$ cat src/rtl/wav_mcu_dtcm_arb.sv
// wav_mcu_dtcm_arb: shares the single-port MCU DTCM SRAM between the Ibex
// data port (core) and the external host/debug bus (host).
// Both requesters use an OBI-style req/gnt/rvalid handshake. Grants are
// combinational and round-robin, out-of-range accesses are answered with
// an error response, and every response arrives exactly one cycle after
// its grant.
// Optional feature: define WAV_MCU_DTCM_ARB_CNT_EN to build the saturating
// conflict counter; without it o_conflict_cnt is tied to zero.
module wav_mcu_dtcm_arb #(
  parameter logic [31:0] BASE    = 32'h00050000,
  parameter int          SIZE    = 65536,
  parameter int          AWIDTH  = 32,
  parameter int          DWIDTH  = 32,
  parameter int          MAWIDTH = $clog2(SIZE) - 2
) (
  input  logic                  i_clk,
  input  logic                  i_rst_n,
  input  logic                  i_core_req,
  input  logic                  i_core_we,
  input  logic [DWIDTH/8-1:0]   i_core_be,
  input  logic [AWIDTH-1:0]     i_core_addr,
  input  logic [DWIDTH-1:0]     i_core_wdata,
  output logic                  o_core_gnt,
  output logic                  o_core_rvalid,
  output logic [DWIDTH-1:0]     o_core_rdata,
  output logic                  o_core_err,
  input  logic                  i_host_req,
  input  logic                  i_host_we,
  input  logic [DWIDTH/8-1:0]   i_host_be,
  input  logic [AWIDTH-1:0]     i_host_addr,
  input  logic [DWIDTH-1:0]     i_host_wdata,
  output logic                  o_host_gnt,
  output logic                  o_host_rvalid,
  output logic [DWIDTH-1:0]     o_host_rdata,
  output logic                  o_host_err,
  output logic                  o_mem_cs,
  output logic                  o_mem_we,
  output logic [DWIDTH/8-1:0]   o_mem_be,
  output logic [MAWIDTH-1:0]    o_mem_addr,
  output logic [DWIDTH-1:0]     o_mem_wdata,
  input  logic [DWIDTH-1:0]     i_mem_rdata,
  output logic [15:0]           o_conflict_cnt,
  input  logic                  i_cnt_clr
);

  // Number of byte-offset bits inside the DTCM window.
  localparam int OFFW = $clog2(SIZE);
  localparam logic [AWIDTH-1:0] BASE_A = AWIDTH'(BASE);

  logic                core_in_range;
  logic                host_in_range;
  logic                core_win;
  logic                host_win;
  logic                any_gnt;
  logic                last_host;
  logic                win_we;
  logic                win_in_range;
  logic [DWIDTH/8-1:0] win_be;
  logic [AWIDTH-1:0]   win_addr;
  logic [DWIDTH-1:0]   win_wdata;
  logic                mem_sel;
  logic                rsp_valid;
  logic                rsp_owner;
  logic                rsp_err;
  logic                rsp_read;
  logic [DWIDTH-1:0]   rsp_data;
  logic                unused_addr_bits;

  // BASE is SIZE-aligned, so the range check reduces to comparing the
  // address bits above the window offset with those of BASE.
  always_comb begin
    core_in_range = (i_core_addr[AWIDTH-1:OFFW] == BASE_A[AWIDTH-1:OFFW]);
    host_in_range = (i_host_addr[AWIDTH-1:OFFW] == BASE_A[AWIDTH-1:OFFW]);
  end

  // Round-robin choice: on a conflict the side not granted last wins.
  // Grants are masked while reset is asserted so the SRAM is released at once.
  always_comb begin
    core_win = i_rst_n & i_core_req & (~i_host_req | last_host);
    host_win = i_rst_n & i_host_req & (~i_core_req | ~last_host);
    any_gnt  = core_win | host_win;
  end

  assign o_core_gnt = core_win;
  assign o_host_gnt = host_win;

  // Steer the winning requester's fields towards the SRAM.
  always_comb begin
    if (host_win) begin
      win_we       = i_host_we;
      win_be       = i_host_be;
      win_addr     = i_host_addr;
      win_wdata    = i_host_wdata;
      win_in_range = host_in_range;
    end else begin
      win_we       = i_core_we;
      win_be       = i_core_be;
      win_addr     = i_core_addr;
      win_wdata    = i_core_wdata;
      win_in_range = core_in_range;
    end
  end

  assign mem_sel = any_gnt & win_in_range;

  // SRAM bus is all-zero unless a granted in-range access is in flight.
  always_comb begin
    o_mem_cs    = mem_sel;
    o_mem_we    = 1'b0;
    o_mem_be    = '0;
    o_mem_addr  = '0;
    o_mem_wdata = '0;
    if (mem_sel) begin
      o_mem_we    = win_we;
      o_mem_be    = win_be;
      o_mem_addr  = win_addr[MAWIDTH+1:2];
      o_mem_wdata = win_wdata;
    end
  end

  // Last-grant pointer; resetting it to "host" makes core win the first conflict.
  always_ff @(posedge i_clk or negedge i_rst_n) begin
    if (!i_rst_n) begin
      last_host <= 1'b1;
    end else if (host_win) begin
      last_host <= 1'b1;
    end else if (core_win) begin
      last_host <= 1'b0;
    end
  end

  // One-deep response pipeline: remembers who was granted and what to return.
  always_ff @(posedge i_clk or negedge i_rst_n) begin
    if (!i_rst_n) begin
      rsp_valid <= 1'b0;
      rsp_owner <= 1'b0;
      rsp_err   <= 1'b0;
      rsp_read  <= 1'b0;
    end else begin
      rsp_valid <= any_gnt;
      rsp_owner <= host_win;
      rsp_err   <= any_gnt & ~win_in_range;
      rsp_read  <= mem_sel & ~win_we;
    end
  end

  // Only in-range reads carry SRAM data; writes and errors return zero.
  always_comb begin
    rsp_data      = rsp_read ? i_mem_rdata : '0;
    o_core_rvalid = rsp_valid & ~rsp_owner;
    o_host_rvalid = rsp_valid & rsp_owner;
    o_core_err    = o_core_rvalid & rsp_err;
    o_host_err    = o_host_rvalid & rsp_err;
    o_core_rdata  = o_core_rvalid ? rsp_data : '0;
    o_host_rdata  = o_host_rvalid ? rsp_data : '0;
  end

  // Byte-offset bits within a word never reach the word-addressed SRAM.
  assign unused_addr_bits = ^{i_core_addr[1:0], i_host_addr[1:0]};

`ifdef WAV_MCU_DTCM_ARB_CNT_EN
  logic [15:0] conflict_cnt;

  // Saturating count of cycles where both sides request; clear wins.
  always_ff @(posedge i_clk or negedge i_rst_n) begin
    if (!i_rst_n) begin
      conflict_cnt <= 16'h0;
    end else if (i_cnt_clr) begin
      conflict_cnt <= 16'h0;
    end else if (i_core_req && i_host_req && (conflict_cnt != 16'hFFFF)) begin
      conflict_cnt <= conflict_cnt + 16'h1;
    end
  end

  assign o_conflict_cnt = conflict_cnt;
`else
  logic unused_cnt_clr;

  assign o_conflict_cnt = 16'h0;
  assign unused_cnt_clr = i_cnt_clr;
`endif

endmodule

$ cat config.mk
export PLATFORM = sky130hd
export DESIGN_NAME = wav_mcu_dtcm_arb
export DESIGN_NICKNAME = d
export VERILOG_FILES = /design/src/rtl/wav_mcu_dtcm_arb.sv
export SDC_FILE = /design/constraint.sdc
export NUM_CORES = 1
export LEC_CHECK = 0
export CORE_AREA = 2 2 123 125
export CTS_BUF_LIST = sky130_fd_sc_hd__clkbuf_4
export DETAILED_ROUTE_END_ITERATION = 8
export DIE_AREA = 0 0 125 127
export PLACE_DENSITY_LB_ADDON = 0.15
export SYNTH_ARGS = -nofsm -noshare
export SYNTH_HDL_FRONTEND = slang
export SYNTH_SLANG_ARGS = --single-unit
export TNS_END_PERCENT = 5
$ cat constraint.sdc
create_clock -name i_clk -period 2.5 [get_ports i_clk]
set_input_delay 0.5 -clock i_clk [delete_from_list [all_inputs] [get_ports i_clk]]
set_output_delay 0.5 -clock i_clk [all_outputs]
set_load 0.05 [all_outputs]
## Word-level counts from Yosys, hierarchy flattened

Cells that the tools add are included.

| storage, ports and cells | value |
|---|---|
| output and inout port bits | 138 |
| bits in latches | 0 |
| input port bits | 175 |
| register bits | 5 |
| ROM bits | 0 |
| memory bits (writable) | 0 |
| memories | 0 |
| word-level logic and storage cells | 42 |

| cells by class | value |
|---|---|
| equality and inequality tests | 2 |
| div/mod/pow operators | 0 |
| $lt $le $gt $ge | 0 |
| shift operators | 0 |
| reductions and logical operators | 1 |
| bitwise operators | 20 |
| $add $sub $neg | 0 |
| multipliers | 0 |
| muxes and demuxes | 14 |

Operators by type and width:

| cell | number |
|---|---|
| two-way mux 32 bit | 5 |
| equality test 16 x 3 -> 1 bit (second input constant) | 2 |
| two-way mux 16 bit | 1 |
| two-way mux 14 bit | 1 |
| AND 1 bit | 11 |
| two-way mux 4 bit | 2 |
| NOT 1 bit | 6 |
| two-way mux 1 bit | 5 |
| OR 1 bit | 3 |
| nonzero test 2 bit | 1 |

## Longest topological paths before layout

Gate-level depths: netlist of the first run.

| logic depth | value |
|---|---|
| depth after elaboration | 6 |
| gate-level depth with buffers | 5 |
| mapped depth without buffers | 5 |

## Worst setup path after synthesis of the first run

OpenSTA, ideal clock, no wires.

| path | value |
|---|---|
| kind | input port to output port |
| start | input port i_host_addr[25] |
| end | output port o_mem_addr[1] |
| stages on the path | 4 |
| slack | -0.190 ns |
| path buffers | 1 |
| data required time | 2.000 ns |
| arrival time | 2.190 ns |
| path through | or4b_4 nor4_4 buf_6 a22o_1 |

| on the way | value |
|---|---|
| cells in the longest elaborated chain, start to end | 4 |

Ends and longest elaborated chain:

| what | RTL line | source |
|---|---|---|
| start: declaration | 30 | `input logic [AWIDTH-1:0] i_host_addr,` |
| equality test 16 x 3 -> 1 bit | 73 | `host_in_range = (i_host_addr[AWIDTH-1:OFFW] == BASE_A[AWIDTH-1:OFFW]);` |
| two-way mux 1 bit | 89 | `if (host_win) begin` |
| AND 1 bit | 104 | `assign mem_sel = any_gnt & win_in_range;` |
| two-way mux 14 bit | 113 | `if (mem_sel) begin` |
| end: declaration | 39 | `output logic [MAWIDTH-1:0] o_mem_addr,` |

No other way between the ends.

## Worst setup path after layout of the first run

| path | value |
|---|---|
| start | input port i_host_addr[31] |
| end | output port o_mem_wdata[15] |

| on the way | value |
|---|---|
| cells in the longest elaborated chain, start to end | 4 |

Ends and longest elaborated chain:

| what | RTL line | source |
|---|---|---|
| equality test 16 x 3 -> 1 bit | 73 |  |
| two-way mux 1 bit | 89 |  |
| AND 1 bit | 104 |  |
| two-way mux 32 bit | 113 |  |
| end: declaration | 40 | `output logic [DWIDTH-1:0] o_mem_wdata,` |

No other way between the ends.

==> results of run 1 <==
==> cell usage in the layout (no fill, tap or decap), drive strengths merged <==
master and instances:
o21a 2, dlymetal6s2s 1, nand2b 1, nor3b 1, buf 155, clkdlybuf4s50 134
or2 1, a21oi 1, dfrtp 4, nor4b 1, inv 6, diode 1
nand3 1, nor4bb 1, nand2 35, bufbuf 2, o211ai 1, nand4 1
a22o 50, mux2i 1, clkdlybuf4s15 4, dlygate4sd2 24, nor4 5, or4 1
or4b 1, dfstp 1, nor2 68, a31oi 1, clkbuf 10, conb 16
o21ba 1
==> timing repair <==
item | CTS | global route
setup buffers | 7 | 2
gates cloned | 6 | 4
pin swaps | 11 | 19
setup endpoints to repair | 52 | 52
resized for setup | 61 | 35
==> registers in the layout, indices dropped and copies added, names as in the netlist <==
signal	cells
rsp_read	1
rsp_owner	1
last_host	1
rsp_valid	1
rsp_err	1
==> area by class of cell <==
class / count / area [um2] / area share, %
Clock buffer: 4 / 30.0 / 0.473
Inverter: 6 / 22.5 / 0.354
Sequential cell: 5 / 126 / 1.99
Timing Repair Buffer: 326 / 4570 / 71.9
Tap cell: 184 / 230 / 3.62
Multi-Input combinational cell: 190 / 1380 / 21.7
Antenna cell: 1 / 2.50 / 0.0394
==> critical path: cells and delay by family <==
family	cells	cell delay, ps
AO/OA/AOI/OAI	1	170
buffers and inverters	4	670
AND/OR/NAND/NOR	2	800
==> worst max-delay path by stage <==
| stage | slack (ps) | to | depth (start not counted) |
|---|---|---|---|
| global placement | -470 | o_mem_addr[9] | 8 |
| finish | -150 | o_mem_wdata[15] | 7 |
| floorplan | -60 | o_mem_be[0] | 4 |
| global route | -230 | o_mem_wdata[28] | 7 |
| CTS | -240 | o_mem_wdata[9] | 7 |
| detailed placement | -480 | o_mem_wdata[2] | 8 |
==> kinds of logic (layout without fill, tap and decap cells) <==
group	Yosys count	in the layout	synth area share [%]
other	1	17	0.263
muxes	1	1	0.702
AOI/OAI and AO/OA	56	56	36.6
and+or+nand+nor	117	117	35.6
DFF	5	5	8.87
buffers and inverters	42	336	17.9
==> per-layer routing <==
layer | vias up | routed length, um | track usage (%)
li1 | 1365 | - | -
met1 | 1329 | 4220 | 13.8
met2 | 180 | 7260 | 29.2
met3 | 10 | 1400 | 5.65
met4 | 2 | 129 | 2.75
met5 | - | 20 | 0
==> report_power, final <==
part	internal [mW]	total (mW)	switching, mW
Sequential	0.0901	0.0951	0.00504
Clock	0.0712	0.105	0.0333
Combinational	0.251	0.417	0.167
Total	0.412	0.617	0.205
==> out/qor.yml, run 1 <==
synth_top_area_share_pct: 22.5
rsz0062_at_grt: "yes"
rows: 44
drtIter0Drc: 49
final_layout_size_suffix_gt1_share_pct: 43.1
final.setup.worst_slack_ps: -151
start_kind: "input pin"
synth_seq_cells: 5
holdWs_ps: 390
hold_path.class: "input pin to asynchronous set/reset pin"
pre_cts_ws_ps: -481
r2r-start: "last_host"
gp_congestion: 0.801
cts_tree: "built"
path_cells: "buf_6 > or4_4 > nor4_4 > buf_6 > bufbuf_16 > a22o_2 > buf_12"
synthTopCellsByCount: "nor2_1 (68), nand2_1 (35), a22o_2 (32)"
syn_inst: 222
overflow: 0
portBuffers: 291
num_vias: 2886
path_common_cell: "buf_6"
fin_crit_sh_pct: 106
nFillCells: 1395
drtPass1Iterations: 4
setup_viol: 52
critPathMaxStageDelay_ps: 530
criticalPathCategory: "input pin to primary output"
ant_nets: 0
numCtsBuffers: 3
synth_top_flop_cell: "dfrtp_1"
grt_pass1_wl_mm: 17.8
p_leak_nw: 2.61
final_util_pct: 44.1
crit_path_end_kind: "primary output"
cts_root_buf: "clkbuf_4"
clkSinkCount: 5
synth_enable_flop_cells: 0
wl_per_cell_um: 18.2
hold_viol: 0
fin_worst_skew_ps: 3.26
core-area_um2: 14400
dp.cells: 692
cp_max_fo: 10
violations: "setup timing"
antenna_found_initial: 2
slowest_stage: "or4_4"
crit_required_ps: 2000
fmax_mhz: 377
synthTopCellsByArea: "a22o_2 (22%), nor2_1 (18%), a22o_1 (11%), nand2_1 (9.2%), buf_4 (8.4%)"
post-dp-hpwl_mm: 10.1
worstPathArrival_ps: 2150
cap_violations: 0
final_max_slew_viol_count: 0
period_minus_slack_ps: 2650
yosysUniqueCellTypes: 28
grt_pass1_vias: 3040
yosysSeqAreaShare_pct: 8.87
hold_buffers: 0
crit_start: "i_host_addr[31]"
syn_to_final_growth_pct: 346
fin_total_pwr_uw: 617
viasPerCell: 4.03
die_x_um: 125
ys_warn_count: 0
dieHeight_um: 127
route.detailed.drc: 0
dieArea_um2: 15900
final_nets: 707
powerDensity_nw_per_um2: 97.1
yosysMostFrequentCell: "nor2_1"
status: "finished with violations"
rr_worst_depth: 8
synth_area_per_cell_um2: 6.42
worst_ir_drop_vdd_uv: 58.4
htreeDepth: 1
fin_cells: 716
yosysTopAreaCell: "a22o_2"
grt_max_degree: 35
io_pins: 313
cts_max_path_buffers: 2
clk_pin_slew_ps: 40
async_reset_ff_share_pct: 100
clk_latency_ps: 240
reg2reg_to: "rsp_read"
synth_area_um2: 1430
dpl_cell_area_um2: 5770
rrSetupSlack_ps: 890
wirelength_mm: 13.0
grtUsageTotal_pct: 14.5
tns_ps: -4990
start_util_pct: 9.88
stdcell_area_um2: 6350
Note: power is estimated with default switching activity, not from simulation.
==> run 2: changes to the inputs <==
--- a/config.mk
+++ b/config.mk
@@ -10,6 +10,7 @@
 export DETAILED_ROUTE_END_ITERATION = 8
 export DIE_AREA = 0 0 125 127
 export PLACE_DENSITY_LB_ADDON = 0.15
+export RECOVER_POWER = 25
 export SYNTH_ARGS = -nofsm -noshare
 export SYNTH_HDL_FRONTEND = slang
 export SYNTH_SLANG_ARGS = --single-unit
==> run 2 against run 1 <==
Net effect:
- the run still ends with setup timing left
- cell area shrank 0.14%
- total power decreased by 0.52%
- register-to-register slack worse by 30 ps
- clock skew about the same
- die area unchanged
- clock power about the same
- sequential share of layout area hardly changed
- critical path type unchanged
- largest cell class unchanged
==> out/qor.yml, run 2 (same netlist as run 1, synthesis figures left out) <==
hold_viol: 0
clkSinkCount: 5
period_minus_slack_ps: 2650
setup_viol: 52
hold_buffers: 0
reg2reg_to: "rsp_read"
dieArea_um2: 15900
dieHeight_um: 127
cts_root_buf: "clkbuf_4"
criticalPathCategory: "input pin to primary output"
start_kind: "input pin"
die_x_um: 125
start_util_pct: 9.88
num_vias: 2887
grt_pass1_wl_mm: 17.8
antenna_found_initial: 2
crit_path_end_kind: "primary output"
final_max_slew_viol_count: 0
crit_required_ps: 2000
portBuffers: 291
powerDensity_nw_per_um2: 96.7
worst_ir_drop_vdd_uv: 58.3
final_util_pct: 44.0
multi_input_area_um2: 1380
rsz0062_at_grt: "yes"
nFillCells: 1395
drtIter0Drc: 51
worstPathArrival_ps: 2150
fin_worst_skew_ps: 3.17
rows: 44
io_pins: 313
syn_to_final_growth_pct: 345
clk_latency_ps: 240
r2r-start: "last_host"
clk_pin_slew_ps: 40
drtPass1Iterations: 4
wirelength_mm: 13.0
numCtsBuffers: 3
mostFrequentLayoutCell: "clkdlybuf4s50_1"
final.setup.worst_slack_ps: -151
gp_congestion: 0.801
route.detailed.drc: 0
grt_pass1_vias: 3040
fmax_mhz: 377
post-dp-hpwl_mm: 10.1
hold_path.class: "input pin to asynchronous set/reset pin"
cap_violations: 0
fin_crit_sh_pct: 106
wl_per_cell_um: 18.2
crit_start: "i_host_addr[31]"
cp_max_fo: 10
final_nets: 707
rr_worst_depth: 8
cts_max_path_buffers: 2
htreeDepth: 1
ff_latch_area_um2: 126
slew_headroom_pct: 52.0
stdcell_area_um2: 6350
ant_nets: 0
grt_max_degree: 35
core-area_um2: 14400
grtUsageTotal_pct: 14.5
crit_end: "o_mem_wdata[15]"
final_layout_size_suffix_gt1_share_pct: 42.7
overflow: 0
status: "finished with violations"
cts_tree: "built"
p_leak_nw: 2.61
violations: "setup timing"
worstMarginPinSlew_ps: 719
layout_common_cells: "clkdlybuf4s50_1 (134), buf_12 (123), nor2_1 (67)"
viasPerCell: 4.03
dpl_cell_area_um2: 5770
rrSetupSlack_ps: 860
## run 2: cell count changes in the layout (fill, tap and decap cells not counted)
cell,delta
buf_4,-4
clkbuf_2,+2
clkbuf_1,+1
clkbuf_4,+1
dfstp_1,+1
dfstp_2,-1
## run 2: metal layers
layer / wire length [um] / GRT usage [%]
met1: 4220 / 13.8
met4: 129 / 2.75
met3: 1400 / 5.65
met5: 20 / 0
met2: 7260 / 29.2
## run 2: repair_timing
action | in CTS | in global routing
endpoints found under the setup margin | 52 | 52
setup buffers | 7 | 2
cloned | 6 | 4
gates resized for setup | 61 | 35
pin swaps | 11 | 19
## run 2: how the worst min path moves through the flow
stage | start | endpoint | slack (ps) | depth (start not counted)
final | i_rst_n | rsp_valid | 490 | 3
after global routing | i_rst_n | rsp_valid | 530 | 3
after CTS | i_rst_n | rsp_valid | 380 | 3
after detailed placement | last_host | last_host | 570 | 2
after global placement | last_host | last_host | 520 | 2
after floorplan | i_rst_n | rsp_err | 200 | 0
## run 2: cell type report
| class | count | area share (%) |
|---|---|---|
| Sequential cell | 5 | 1.99 |
| Antenna cell | 1 | 0.0394 |
| Clock buffer | 4 | 0.473 |
| Inverter | 6 | 0.355 |
| Tap cell | 184 | 3.63 |
| Timing Repair Buffer | 326 | 71.8 |
| Multi-Input combinational cell | 190 | 21.7 |
## run 2: report_power, final
group,total [mW],internal [mW],switching (mW),leakage [nW]
clock,0.104,0.0712,0.0333,0.0184
combinational,0.415,0.249,0.167,2.53
sequential,0.0940,0.0890,0.00502,0.0616
total,0.614,0.409,0.205,2.61
## run 2: critical path, stage by stage
cell       delay (ps)
buf_6              90
or4_4             530
nor4_4            270
buf_6             160
bufbuf_16         280
a22o_2            170
buf_12            140
## run 2: stage by stage
stage	setup WS [ps]	total power [mW]	cells	TNS [ps]	hold WS [ps]
global route	-228	0.648	716	-9440	534
finish	-151	0.614	716	-4990	489
floorplan	-56.0	0.221	237	-2480	204
detailed placement	-481	0.514	692	-24450	572
CTS	-237	0.616	709	-9860	381
global placement	-471	0.509	692	-23910	520
